`src/rtl/ps2_host_tx_pkg.sv`:
```
// Shared types, codes and helpers for the PS/2 host-to-device transmitter.
package ps2_host_tx_pkg;

  localparam int unsigned CNT_W   = 20;
  localparam int unsigned FRAME_W = 9;

  typedef logic [CNT_W-1:0] cnt_t;

  typedef enum logic [2:0] {
    ST_IDLE,
    ST_INHIBIT,
    ST_START,
    ST_DATA,
    ST_ACK,
    ST_WAIT_IDLE
  } state_e;

  localparam logic [1:0] ERR_NONE     = 2'b00;
  localparam logic [1:0] ERR_NO_ACK   = 2'b01;
  localparam logic [1:0] ERR_START_TO = 2'b10;
  localparam logic [1:0] ERR_XFER_TO  = 2'b11;

  localparam logic [7:0] PS2_CMD_SET_LEDS = 8'hED;
  localparam logic [7:0] PS2_CMD_ENABLE   = 8'hF4;
  localparam logic [7:0] PS2_CMD_RESET    = 8'hFF;

  // Odd parity in bit 8, payload LSB first in bits 7:0.
  function automatic logic [FRAME_W-1:0] frame_bits(input logic [7:0] data);
    return {~^data, data};
  endfunction

  function automatic cnt_t sat_inc(input cnt_t v);
    return (&v) ? v : v + cnt_t'(1);
  endfunction

endpackage

```
`src/rtl/ps2_host_tx_line_sync.sv`:
```
// Two-flop synchroniser for one PS/2 pin plus a falling-edge strobe.
module ps2_host_tx_line_sync (
  input  logic clock,
  input  logic reset,
  input  logic pin_i,
  output logic level_o,
  output logic fall_c_o
);

  logic sync1_q;
  logic sync2_q;
  logic prev_q;

  // Idle bus level is high, so reset to 1 to avoid a spurious edge.
  always_ff @(posedge clock) begin
    if (reset) begin
      sync1_q <= 1'b1;
      sync2_q <= 1'b1;
      prev_q  <= 1'b1;
    end else begin
      sync1_q <= pin_i;
      sync2_q <= sync1_q;
      prev_q  <= sync2_q;
    end
  end

  assign level_o  = sync2_q;
  assign fall_c_o = prev_q & ~sync2_q;

endmodule

```
`src/rtl/ps2_host_tx.sv`:
```
// PS/2 host-to-device command transmitter: inhibit, start bit, 8 data + parity + stop,
// device ACK check, with start and transfer watchdogs. Drives both pins open-drain.
module ps2_host_tx
  import ps2_host_tx_pkg::*;
#(
  parameter int unsigned INHIBIT_CYCLES       = 5500,
  parameter int unsigned START_TIMEOUT_CYCLES = 750000,
  parameter int unsigned XFER_TIMEOUT_CYCLES  = 100000
) (
  input  logic       clock,
  input  logic       reset,
  input  logic [7:0] tx_data,
  input  logic       tx_valid,
  output logic       tx_ready,
  output logic       tx_busy,
  output logic       tx_done,
  output logic       tx_error,
  output logic [1:0] tx_err_code,
  input  logic       ps2_clk_in,
  input  logic       ps2_dat_in,
  output logic       ps2_clk_drive_low,
  output logic       ps2_dat_drive_low
);

  localparam cnt_t       INH_LAST   = CNT_W'(INHIBIT_CYCLES - 1);
  localparam cnt_t       START_LAST = CNT_W'(START_TIMEOUT_CYCLES - 1);
  localparam cnt_t       XFER_LAST  = CNT_W'(XFER_TIMEOUT_CYCLES - 1);
  localparam logic [3:0] PARITY_IDX = 4'd8;

  logic clk_level;
  logic clk_fall;
  logic dat_level;
  logic dat_fall_unused;

  ps2_host_tx_line_sync u_clk_sync (
    .clock    (clock),
    .reset    (reset),
    .pin_i    (ps2_clk_in),
    .level_o  (clk_level),
    .fall_c_o (clk_fall)
  );

  ps2_host_tx_line_sync u_dat_sync (
    .clock    (clock),
    .reset    (reset),
    .pin_i    (ps2_dat_in),
    .level_o  (dat_level),
    .fall_c_o (dat_fall_unused)
  );

  state_e               state_q;
  logic [FRAME_W-1:0]   shift_q;
  logic [3:0]           bit_q;
  cnt_t                 timer_q;
  logic                 clk_low_q;
  logic                 dat_low_q;
  logic                 ready_q;
  logic                 busy_q;
  logic                 done_q;
  logic                 error_q;
  logic [1:0]           code_q;

  logic                 xfer_phase_c;
  logic                 fail_c;
  logic [1:0]           fail_code_c;
  logic [3:0]           bit_nxt_c;

  // Failure detection; timeouts are checked ahead of the ACK sample so they win.
  always_comb begin
    xfer_phase_c = (state_q == ST_DATA) || (state_q == ST_ACK) || (state_q == ST_WAIT_IDLE);
    fail_c       = 1'b0;
    fail_code_c  = ERR_NONE;
    if ((state_q == ST_START) && (timer_q == START_LAST)) begin
      fail_c      = 1'b1;
      fail_code_c = ERR_START_TO;
    end else if (xfer_phase_c && (timer_q == XFER_LAST)) begin
      fail_c      = 1'b1;
      fail_code_c = ERR_XFER_TO;
    end else if ((state_q == ST_ACK) && clk_fall && dat_level) begin
      fail_c      = 1'b1;
      fail_code_c = ERR_NO_ACK;
    end
  end

  assign bit_nxt_c = bit_q + 4'd1;

  // One timer serves inhibit, start wait and the whole transfer; phases never overlap.
  always_ff @(posedge clock) begin
    if (reset) begin
      state_q   <= ST_IDLE;
      shift_q   <= '0;
      bit_q     <= '0;
      timer_q   <= '0;
      clk_low_q <= 1'b0;
      dat_low_q <= 1'b0;
      ready_q   <= 1'b1;
      busy_q    <= 1'b0;
      done_q    <= 1'b0;
      error_q   <= 1'b0;
      code_q    <= ERR_NONE;
    end else begin
      done_q  <= 1'b0;
      error_q <= 1'b0;
      timer_q <= sat_inc(timer_q);
      if (fail_c) begin
        state_q   <= ST_IDLE;
        clk_low_q <= 1'b0;
        dat_low_q <= 1'b0;
        ready_q   <= 1'b1;
        busy_q    <= 1'b0;
        error_q   <= 1'b1;
        code_q    <= fail_code_c;
      end else begin
        case (state_q)
          ST_IDLE: begin
            if (tx_valid) begin
              shift_q   <= frame_bits(tx_data);
              code_q    <= ERR_NONE;
              timer_q   <= '0;
              clk_low_q <= 1'b1;
              dat_low_q <= 1'b0;
              ready_q   <= 1'b0;
              busy_q    <= 1'b1;
              state_q   <= ST_INHIBIT;
            end
          end
          ST_INHIBIT: begin
            if (timer_q == INH_LAST) begin
              clk_low_q <= 1'b0;
              dat_low_q <= 1'b1;
              timer_q   <= '0;
              state_q   <= ST_START;
            end
          end
          ST_START: begin
            if (clk_fall) begin
              bit_q     <= '0;
              dat_low_q <= ~shift_q[0];
              timer_q   <= '0;
              state_q   <= ST_DATA;
            end
          end
          ST_DATA: begin
            if (clk_fall) begin
              if (bit_q == PARITY_IDX) begin
                dat_low_q <= 1'b0;
                state_q   <= ST_ACK;
              end else begin
                bit_q     <= bit_nxt_c;
                dat_low_q <= ~shift_q[bit_nxt_c];
              end
            end
          end
          ST_ACK: begin
            if (clk_fall) begin
              state_q <= ST_WAIT_IDLE;
            end
          end
          ST_WAIT_IDLE: begin
            if (clk_level && dat_level) begin
              done_q  <= 1'b1;
              ready_q <= 1'b1;
              busy_q  <= 1'b0;
              state_q <= ST_IDLE;
            end
          end
          default: begin
            state_q <= ST_IDLE;
          end
        endcase
      end
    end
  end

  assign tx_ready          = ready_q;
  assign tx_busy           = busy_q;
  assign tx_done           = done_q;
  assign tx_error          = error_q;
  assign tx_err_code       = code_q;
  assign ps2_clk_drive_low = clk_low_q;
  assign ps2_dat_drive_low = dat_low_q;

endmodule

```
`config.mk`:
```
export PLATFORM = sky130hd
export DESIGN_NAME = ps2_host_tx
export DESIGN_NICKNAME = d
export VERILOG_FILES = /design/src/rtl/ps2_host_tx_pkg.sv /design/src/rtl/ps2_host_tx_line_sync.sv /design/src/rtl/ps2_host_tx.sv
export SDC_FILE = /design/constraint.sdc
export NUM_CORES = 1
export LEC_CHECK = 0
export BUFFER_PORTS_ARGS = -buffer_cell sky130_fd_sc_hd__buf_2
export CAP_MARGIN = 10
export CORE_UTILIZATION = 35
export DETAILED_ROUTE_END_ITERATION = 12
export GPL_TIMING_DRIVEN = 0
export PLACE_DENSITY_LB_ADDON = 0.3
export SETUP_SLACK_MARGIN = 0.5
export SLEW_MARGIN = 10
export SYNTH_ARGS = -nofsm -noshare
export SYNTH_HDL_FRONTEND = slang
export SYNTH_SLANG_ARGS = --single-unit
```
`constraint.sdc`:
```
create_clock -name clock -period 3.8 [get_ports clock]
set_input_delay 0.57 -clock clock [delete_from_list [all_inputs] [get_ports clock]]
set_output_delay 0.57 -clock clock [all_outputs]
set_load 0.02 [all_outputs]
```
# After elaboration in Yosys (flattened, before gate mapping)

Index checks and enable logic that the tools add are counted.
Widths: inputs -> output; s select.

Input bits: 13
Register bits after elaboration: 49
Output and inout bits: 8
Logic and storage cells: 111

Order comparisons: 1
Mux-type cells: 44
Add/sub/neg operators: 2
Eq/ne operators: 17
Bitwise logic cells: 6
Reductions and logical operators: 25

Operators by type and width:

| operator              | count |
|---|---|
| $mux 20               | 5 |
| $pmux 20 s3           | 1 |
| $mux 3                | 7 |
| $add 20x1->20 const B | 1 |
| $eq 20x13->1 const B  | 1 |
| $eq 20x17->1 const B  | 1 |
| $eq 20x20->1 const B  | 1 |
| $reduce_and 20->1     | 1 |
| $pmux 3 s6            | 1 |
| $mux 1                | 16 |
| $mux 4                | 3 |
| $ne 2x2->1 const B    | 6 |
| $mux 2                | 5 |
| $reduce_and 5->1      | 2 |
| $reduce_bool 2->1     | 5 |
| $reduce_and 3->1      | 3 |
| $pmux 4 s2            | 1 |
| $reduce_xnor 8->1     | 1 |
| $reduce_and 7->1      | 1 |
| $eq 3x2->1 const B    | 2 |
| $eq 3x3->1 const B    | 2 |
| $pmux 1 s2            | 3 |
| $logic_and 1x1->1     | 5 |
| $lt 4x5->1 const B    | 1 |
| 14 further kinds      | 20 |

# Longest topological paths before layout

Gate-level depths: netlist of run 1.

Depth after elaboration: 9
Mapped depth: 8
Depth with buffers taken out: 8

# Hierarchy

A second synthesis of run 1 with hierarchy kept.

Cell total of the unflattened synthesis: 287
Area, all modules: 2452.4 µm²

By module, submodules not included:

| module                | area each (µm²) | cells an instance | instances | seq. area each (µm²) |
|---|---|---|---|---|
| ps2_host_tx           | 2282.2          | 273               | 1         | 880.8 |
| ps2_host_tx_line_sync | 85.1            | 7                 | 2         | 60.1 |

# Least setup slack after synthesis of run 1

Ideal clock, no wire load.

Path kind: reg2reg
From: register timer_q[0]
To: register timer_q[19]
Stages on the path, launching flop included: 9
Period minus slack after synthesis: 2178 ps
Setup time: 88 ps
Arrival: 2090 ps
Path buffers: 1
Slack: 1622 ps
Cells stage by stage: dfxtp_1 -> ha_1 -> nand4_1 -> or3b_2 -> a2111o_1 -> nand2_4 -> o31ai_2 -> buf_6 -> a311oi_2

Word-level cells in the longest chain between the ends: 5
Elaborated cells on any way between the ends: 15

RTL lines:

| item                                                | RTL line                                 | source |
|---|---|---|
| start: declaration                                  | ps2_host_tx.sv:54                        | `cnt_t timer_q;` |
| start signal: assignment                            | ps2_host_tx.sv:104                       | `timer_q <= sat_inc(timer_q);` |
| $add 20x1->20, or another cell as far along         | ps2_host_tx_pkg.sv:33                    | `return (&v) ? v : v + cnt_t'(1);` |
| $mux 20 / $logic_and 1x1->1 (equally long branches) | ps2_host_tx_pkg.sv:33, ps2_host_tx.sv:76 |  |
| $mux 20, or another cell as far along               | ps2_host_tx.sv:136                       | `if (clk_fall) begin` |
| $pmux 20 s3 / $mux 1 (equally long branches)        | ps2_host_tx.sv:114, ps2_host_tx.sv:73    |  |
| $mux 20 *                                           | ps2_host_tx.sv:105                       | `if (fail_c) begin` |

Mark *: on every way between the ends. The rest lies on a longest branch, timed or not.
A chain may end at the register's enable or synchronous reset.

# Worst setup path after layout of run 1

Ends and elaborated chain as after synthesis.

==> metrics.cfg, run 1 <==
[global_route]
use_met2_pct=22.7
grt_max_degree=16
grt_pass1_wl_um=9090
busiest_layer=met2
antenna_found_initial=0
grt_util_met3_pct=2.72
grt_pass1_vias=1922
track_usage_pct=15.4
grt_overflow=0
grt_use_met1_pct=22.4

[drt]
drt-wirelength-per-cell_um=13.2
first_iter_violations=182
drc=0
antenna_left=0
wl_um=5260
vias=2122
viasPerCell=5.31
first_pass_iters=4

[finish]
layout_common_cells=49 x dfxtp_1, 34 x nor2_1, 32 x nand2_1, 24 x a21oi_1, 22 x buf_2
seqCellArea_um2=981
final_common_cell=dfxtp_1
antenna_cells=0
final_area_um2=2750
multi_input_area_um2=1370
fillCellCount=717
syn_to_final_growth_pct=13.2
fin_nets=335
layout-drive-gt1-share_pct=14.4

[setup_path]
cp.required_ns=4.02
critPathSlowestCell=or3b_2
slowest_delay_ns=0.51
arrival_ns=2.64
crit_path_cell_trace=ha_1 > nand4_1 > or3b_2 > a2111o_1 > nand2_4 > o31ai_2 > buf_6 > a311oi_2
critPathCaptureType=flop
worst-path-max-fanout=10
r2r_slack_ns=1.39
r2r-end=timer_q[19]
crit_path_start_kind=flop
crit_type=reg2reg
reg2regPathDepth=8
worstReg2RegStart=timer_q[0]

[timing]
maxSlewViolCount=0
rsz0062_at_grt=no
fin_crit_sh_pct=63.5
finalClockSkew_ns=0.0130
fin_ws_ns=1.39
period_minus_slack_ns=2.41
hold_viol_final=0
fmax_ghz=0.415
totalNegativeSetupSlack_ns=0
whs_ns=0.417
setup_viol=0
slew_headroom_pct=44.4
tightestPinTransition_ns=0.827

[cts]
cts_tree=done
numCtsBuffers=5
cts_resized=0
cts.clk_slew.worst_paths_ns=0.10
cts_sinks=49
cts_hold_buf=0
h-tree-depth=2
root_buffer=clkbuf_8
postCtsSetupRepairBufs=0
cts_buffer_depth=2
clk-insertion-delay-late_ns=0.31

[logic_synthesis]
ys.flop_type=dfxtp_1
yosysWarnings=0
syn_nets=308
synth-seq-cells=49
postSynthCellCount=292
yosys.area.top_type=dfxtp_1
synth_area_per_cell_um2=8.33
synth_edf_count=0
synth_area_um2=2430
synthDistinctLibCells=49
synth_top_area_share_pct=40.3
synthArstFlopShare_pct=0
ys_seq_area_share_pct=40.3
yosys-top-cells-area=dfxtp_1 40%, nor2_1 5.2%, xor2_1 5.0%, a21oi_1 4.9%, nand2_1 4.9%

[worst_hold_path]
worstHoldPathType=reg2reg
min_path_cells=1
hold_start=u_dat_sync.sync1_q
hold_end=u_dat_sync.level_o

[power_and_ir_drop]
peakVddDrop_mv=0.237
power_leakage_nw=0.973
p_per_area_nw_per_um2=367
total_power_mw=1.01

[floorplanning]
die_w_um=85.4
io_pins=21
fp.coreArea_um2=6760
die_height_um=85.4
dieArea_um2=7290
rows=30
initial_utilization_pct=36.0

[placed_design]
dpl-instance-area_um2=2630
port_buffers=20
place_hpwl_um=3830
place_congestion=0.854
dpl_worst_slack_ns=1.42

[flow_run]
maxCapViolCount=0

[outcome]
run_status=completed

[stage by stage]
stage	instances	util, %
finish	400	40.8
global route	400	40.8
CTS	400	40.8
detailed placement	392	39.0
global placement	392	39.0
floorplan	292	-
[registers in the layout (all words and copies together), names as in the netlist]
register	flops
u_clk_sync.sync1_q	1
timer_q	20
state_q	3
u_clk_sync.level_o	1
tx_done	1
bit_q	4
tx_busy	1
tx_err_code	2
ps2_dat_drive_low	1
u_dat_sync.level_o	1
shift_q	9
ps2_clk_drive_low	1
tx_ready	1
u_clk_sync.prev_q	1
tx_error	1
u_dat_sync.sync1_q	1
[worst max-delay path by stage]
stage / from / to / slack [ns] / cells after the start
6_report: timer_q[0] / timer_q[19] / 1.39 / 8
3_5_place_dp: timer_q[0] / timer_q[19] / 1.42 / 8
3_3_place_gp: timer_q[0] / timer_q[19] / 1.42 / 8
5_1_grt: timer_q[0] / timer_q[15] / 1.20 / 8
2_1_floorplan: timer_q[0] / timer_q[19] / 1.62 / 8
4_1_cts: timer_q[0] / timer_q[19] / 1.37 / 8
[synthesized netlist by cell type (all sizes together), types with 2 or more instances]
cell type and instances:
a211oi 2, a21oi 24, and3 6, buf 3
clkbuf 10, dfxtp 49, ha 3, inv 6
mux4 2, nand2 33, nand2b 5, nand3 15
nand3b 6, nand4 11, nor2 34, nor2b 2
nor3 7, nor3b 2, nor4 3, o211ai 2
o21ai 12, or2 5, or3 3, or3b 2
or4 5, xnor2 9, xor2 14
[report_power, final]
group / leakage [nW] / internal [mW] / switching [mW]
registers: 0.399 / 0.528 / 0.00853
logic: 0.517 / 0.0358 / 0.0482
clock network: 0.0574 / 0.214 / 0.177
total: 0.973 / 0.778 / 0.234
[logic make-up (layout without fill, tap and decap cells)]
kind of cell               count (synthesis)  in the layout  synth area share, %
AOI/OAI and AO/OA                         49             49                 12.2
xor gates and xnor gates                  23             23                 8.28
adders and majority gates                  3              3                 1.54
buffers and inverters                     19             47                 3.34
DFF                                       49             49                 40.3
muxes                                      4              4                 2.72
and+or+nand+nor                          145            145                 31.6
[routing by layer]
metal | share of wire (%) | vias to the layer above
met4 | 1.5 | 0
li1 | - | 1086
met1 | 53 | 986
met2 | 42 | 43
met5 | 0 | -
met3 | 4.1 | 7
[area by class of cell]
cell class / instances / area share (%)
multi-input cells: 224 / 49.8
flip-flops and latches: 49 / 35.6
repair buffers: 20 / 3.63
well taps: 80 / 3.63
clock buffers: 6 / 3.00
plain buffers: 13 / 2.14
clock inverters: 2 / 1.36
inverters: 6 / 0.818
[critical path: cells and delay by family, from the launching register on]
family / cells / cell delay, ns
DFF: 1 / 0.40
and+or+nand+nor: 3 / 0.78
adders and majority gates: 1 / 0.23
AOI/OAI and AO/OA: 3 / 0.72
buffers and inverters: 1 / 0.18
Note: power is estimated with default switching activity, not from simulation.
==> run 2, diff against run 1 <==
- clock period: 3.8 -> 2.01 ns (I/O delays scaled with it)
==> metrics.cfg, run 2 (synthesized netlist as in run 1, its figures left out) <==
[timing]
maxSlewViolCount=0  ; unchanged
rsz0062_at_grt=yes  ; was no
totalNegativeSetupSlack_ns=-1.60  ; was 0 ns
period_minus_slack_ns=2.14  ; was 2.41 ns
tightestPinTransition_ns=0.657  ; was 0.827 ns
slew_headroom_pct=55.9  ; was 44.4%
setup_viol=28  ; was 0
fin_crit_sh_pct=106  ; was 63.5%
fin_ws_ns=-0.125  ; was 1.39 ns
finalClockSkew_ns=0.00878  ; was 0.0130 ns
fmax_ghz=0.468  ; was 0.415 GHz
hold_viol_final=0  ; unchanged

[floorplanning]
dieArea_um2=7290  ; unchanged
rows=30  ; unchanged
die_w_um=85.4  ; unchanged
initial_utilization_pct=36.0  ; unchanged
io_pins=21  ; unchanged
fp.coreArea_um2=6760  ; unchanged
die_height_um=85.4  ; unchanged

[cts]
root_buffer=clkbuf_8  ; unchanged
cts_tree=done  ; unchanged
cts_sinks=49  ; unchanged
cts_hold_buf=0  ; unchanged
numCtsBuffers=5  ; unchanged
clk-insertion-delay-late_ns=0.31  ; about the same
cts_buffer_depth=2  ; unchanged
cts.clk_slew.worst_paths_ns=0.10  ; about the same
h-tree-depth=2  ; unchanged

[outcome]
run_status=complete, but fails checks  ; was completed
failed_checks=negative setup slack

[drt]
viasPerCell=5.38  ; was 5.31
drc=0  ; unchanged
vias=2231  ; was 2122
antenna_left=0  ; unchanged
wl_um=5830  ; was 5260 um
first_pass_iters=5  ; was 4
first_iter_violations=188  ; was 182
drt-wirelength-per-cell_um=14.0  ; was 13.2 um

[placed_design]
port_buffers=20  ; unchanged
dpl-instance-area_um2=2650  ; was 2630 um2
place_congestion=0.844  ; was 0.854
place_hpwl_um=3730  ; was 3830 um

[finish]
fillCellCount=675  ; was 717
final_area_um2=3100  ; was 2750 um2
largest-register=timer_q  ; unchanged
fin_util_pct=45.9  ; was 40.8%
largest_reg_flops=20  ; unchanged
top_regs=timer_q x20, shift_q x9, bit_q x4  ; unchanged
syn_to_final_growth_pct=27.4  ; was 13.2%
layout_common_cells=41 x dfxtp_1, 31 x nand2_1, 29 x nor2_1, 24 x a21oi_1, 22 x buf_2  ; was 49 x dfxtp_1, 34 x nor2_1, 32 x nand2_1, 24 x a21oi_1, 22 x buf_2
final_common_cell=dfxtp_1  ; unchanged
antenna_cells=0  ; unchanged
seqCellArea_um2=1010  ; was 981 um2
fin_nets=350  ; was 335
layout-drive-gt1-share_pct=28.1  ; was 14.4%
multi_input_area_um2=1510  ; was 1370 um2

[worst_hold_path]
worstHoldPathType=in2reg  ; was reg2reg
hold_end=u_clk_sync.sync1_q  ; was u_dat_sync.level_o
hold_start=ps2_clk_in  ; was u_dat_sync.sync1_q
min_path_cells=2  ; was 1

[power_and_ir_drop]
total_power_mw=2.07  ; was 1.01 mW
p_per_area_nw_per_um2=667  ; was 367 nW/um2
power_leakage_nw=1.15  ; was 0.973 nW
peakVddDrop_mv=0.357  ; was 0.237 mV

[setup_path]
worst-path-max-fanout=5  ; was 10
worstReg2RegStart=timer_q[0]  ; unchanged
path_depth=8  ; unchanged
reg2regPathDepth=8  ; unchanged
critPathCaptureType=flop  ; unchanged
r2r_slack_ns=-0.13  ; was 1.39 ns
critPathTopFamily=compound AO/OA/AOI/OAI gates  ; was simple AND/OR/NAND/NOR gates
r2r-end=timer_q[19]  ; unchanged
crit_type=reg2reg  ; unchanged
crit_path_start_kind=flop  ; unchanged
critPathSlowestCell=a2111o_1  ; was or3b_2
slowest_delay_ns=0.43  ; was 0.51 ns
arrival_ns=2.37  ; was 2.64 ns
cp.required_ns=2.24  ; was 4.02 ns
cp-startpoint=timer_q[0]  ; unchanged
cp_num_buf_inv=1  ; unchanged
crit_path_cell_trace=ha_4 > nand4_1 > or3b_4 > a2111o_1 > nand2_4 > o31ai_4 > buf_6 > a311oi_2  ; was ha_1 > nand4_1 > or3b_2 > a2111o_1 > nand2_4 > o31ai_2 > buf_6 > a311oi_2

[global_route]
grt_pass1_vias=1931  ; was 1922
antenna_found_initial=0  ; unchanged
grt_max_degree=17  ; was 16
grt_overflow=0  ; unchanged
grt_pass1_wl_um=9320  ; was 9090 um
track_usage_pct=15.8  ; was 15.4%

[flow_run]
maxCapViolCount=0  ; unchanged

==> run 2: through the flow <==
stage	setup slack, ns	std cells	hold slack, ns
CTS	-0.143	407	0.155
global placement	-0.277	392	0.392
floorplan	-0.0826	292	0.389
detailed placement	-0.273	392	0.393
global route	-0.194	415	0.158
finish	-0.125	415	0.161
==> run 2: worst max path at each step <==
stage / endpoint
after floorplan: timer_q[19]
after global placement: timer_q[13]
after detailed placement: timer_q[15]
after CTS: timer_q[19]
after global routing: timer_q[19]
final: timer_q[19]
==> run 2: power breakdown <==
group	internal, mW	switching (mW)	total (mW)	leakage [nW]
Sequential	0.992	0.0171	1.01	0.404
Combinational	0.0924	0.104	0.196	0.675
Clock	0.501	0.360	0.861	0.0687
Total	1.59	0.481	2.07	1.15
==> run 2: metal layers <==
metal  wire length, um  global-route usage, %
met2              2610                   23.2
met3               246                   3.02
met5                 0                      0
met1              2900                   22.8
met4                70                   6.06
==> run 2: area by class of cell <==
type	instances	area share, %
repair buffers	35	7.11
plain buffers	13	3.19
flip-flops and latches	49	32.5
well taps	80	3.23
clock buffers	5	2.22
inverters	6	0.727
clock inverters	3	2.22
multi-input cells	224	48.8
==> run 2: worst register-to-register path, cell delays in order, from the launching register on <==
cell      delay [ns]
dfxtp_4         0.38
ha_4            0.15
nand4_1         0.14
or3b_4          0.41
a2111o_1        0.43
nand2_4         0.12
o31ai_4         0.09
buf_6           0.17
a311oi_2        0.16
==> run 2: repair_timing <==
action / in CTS / in global routing
pin swaps: 9 / 11
endpoints found under the setup margin: 44 / 44
hold endpoints to repair: 0 / 0
resized for setup: 31 / 27
buffers inserted: 6 / 7
cloned: 1 / 1
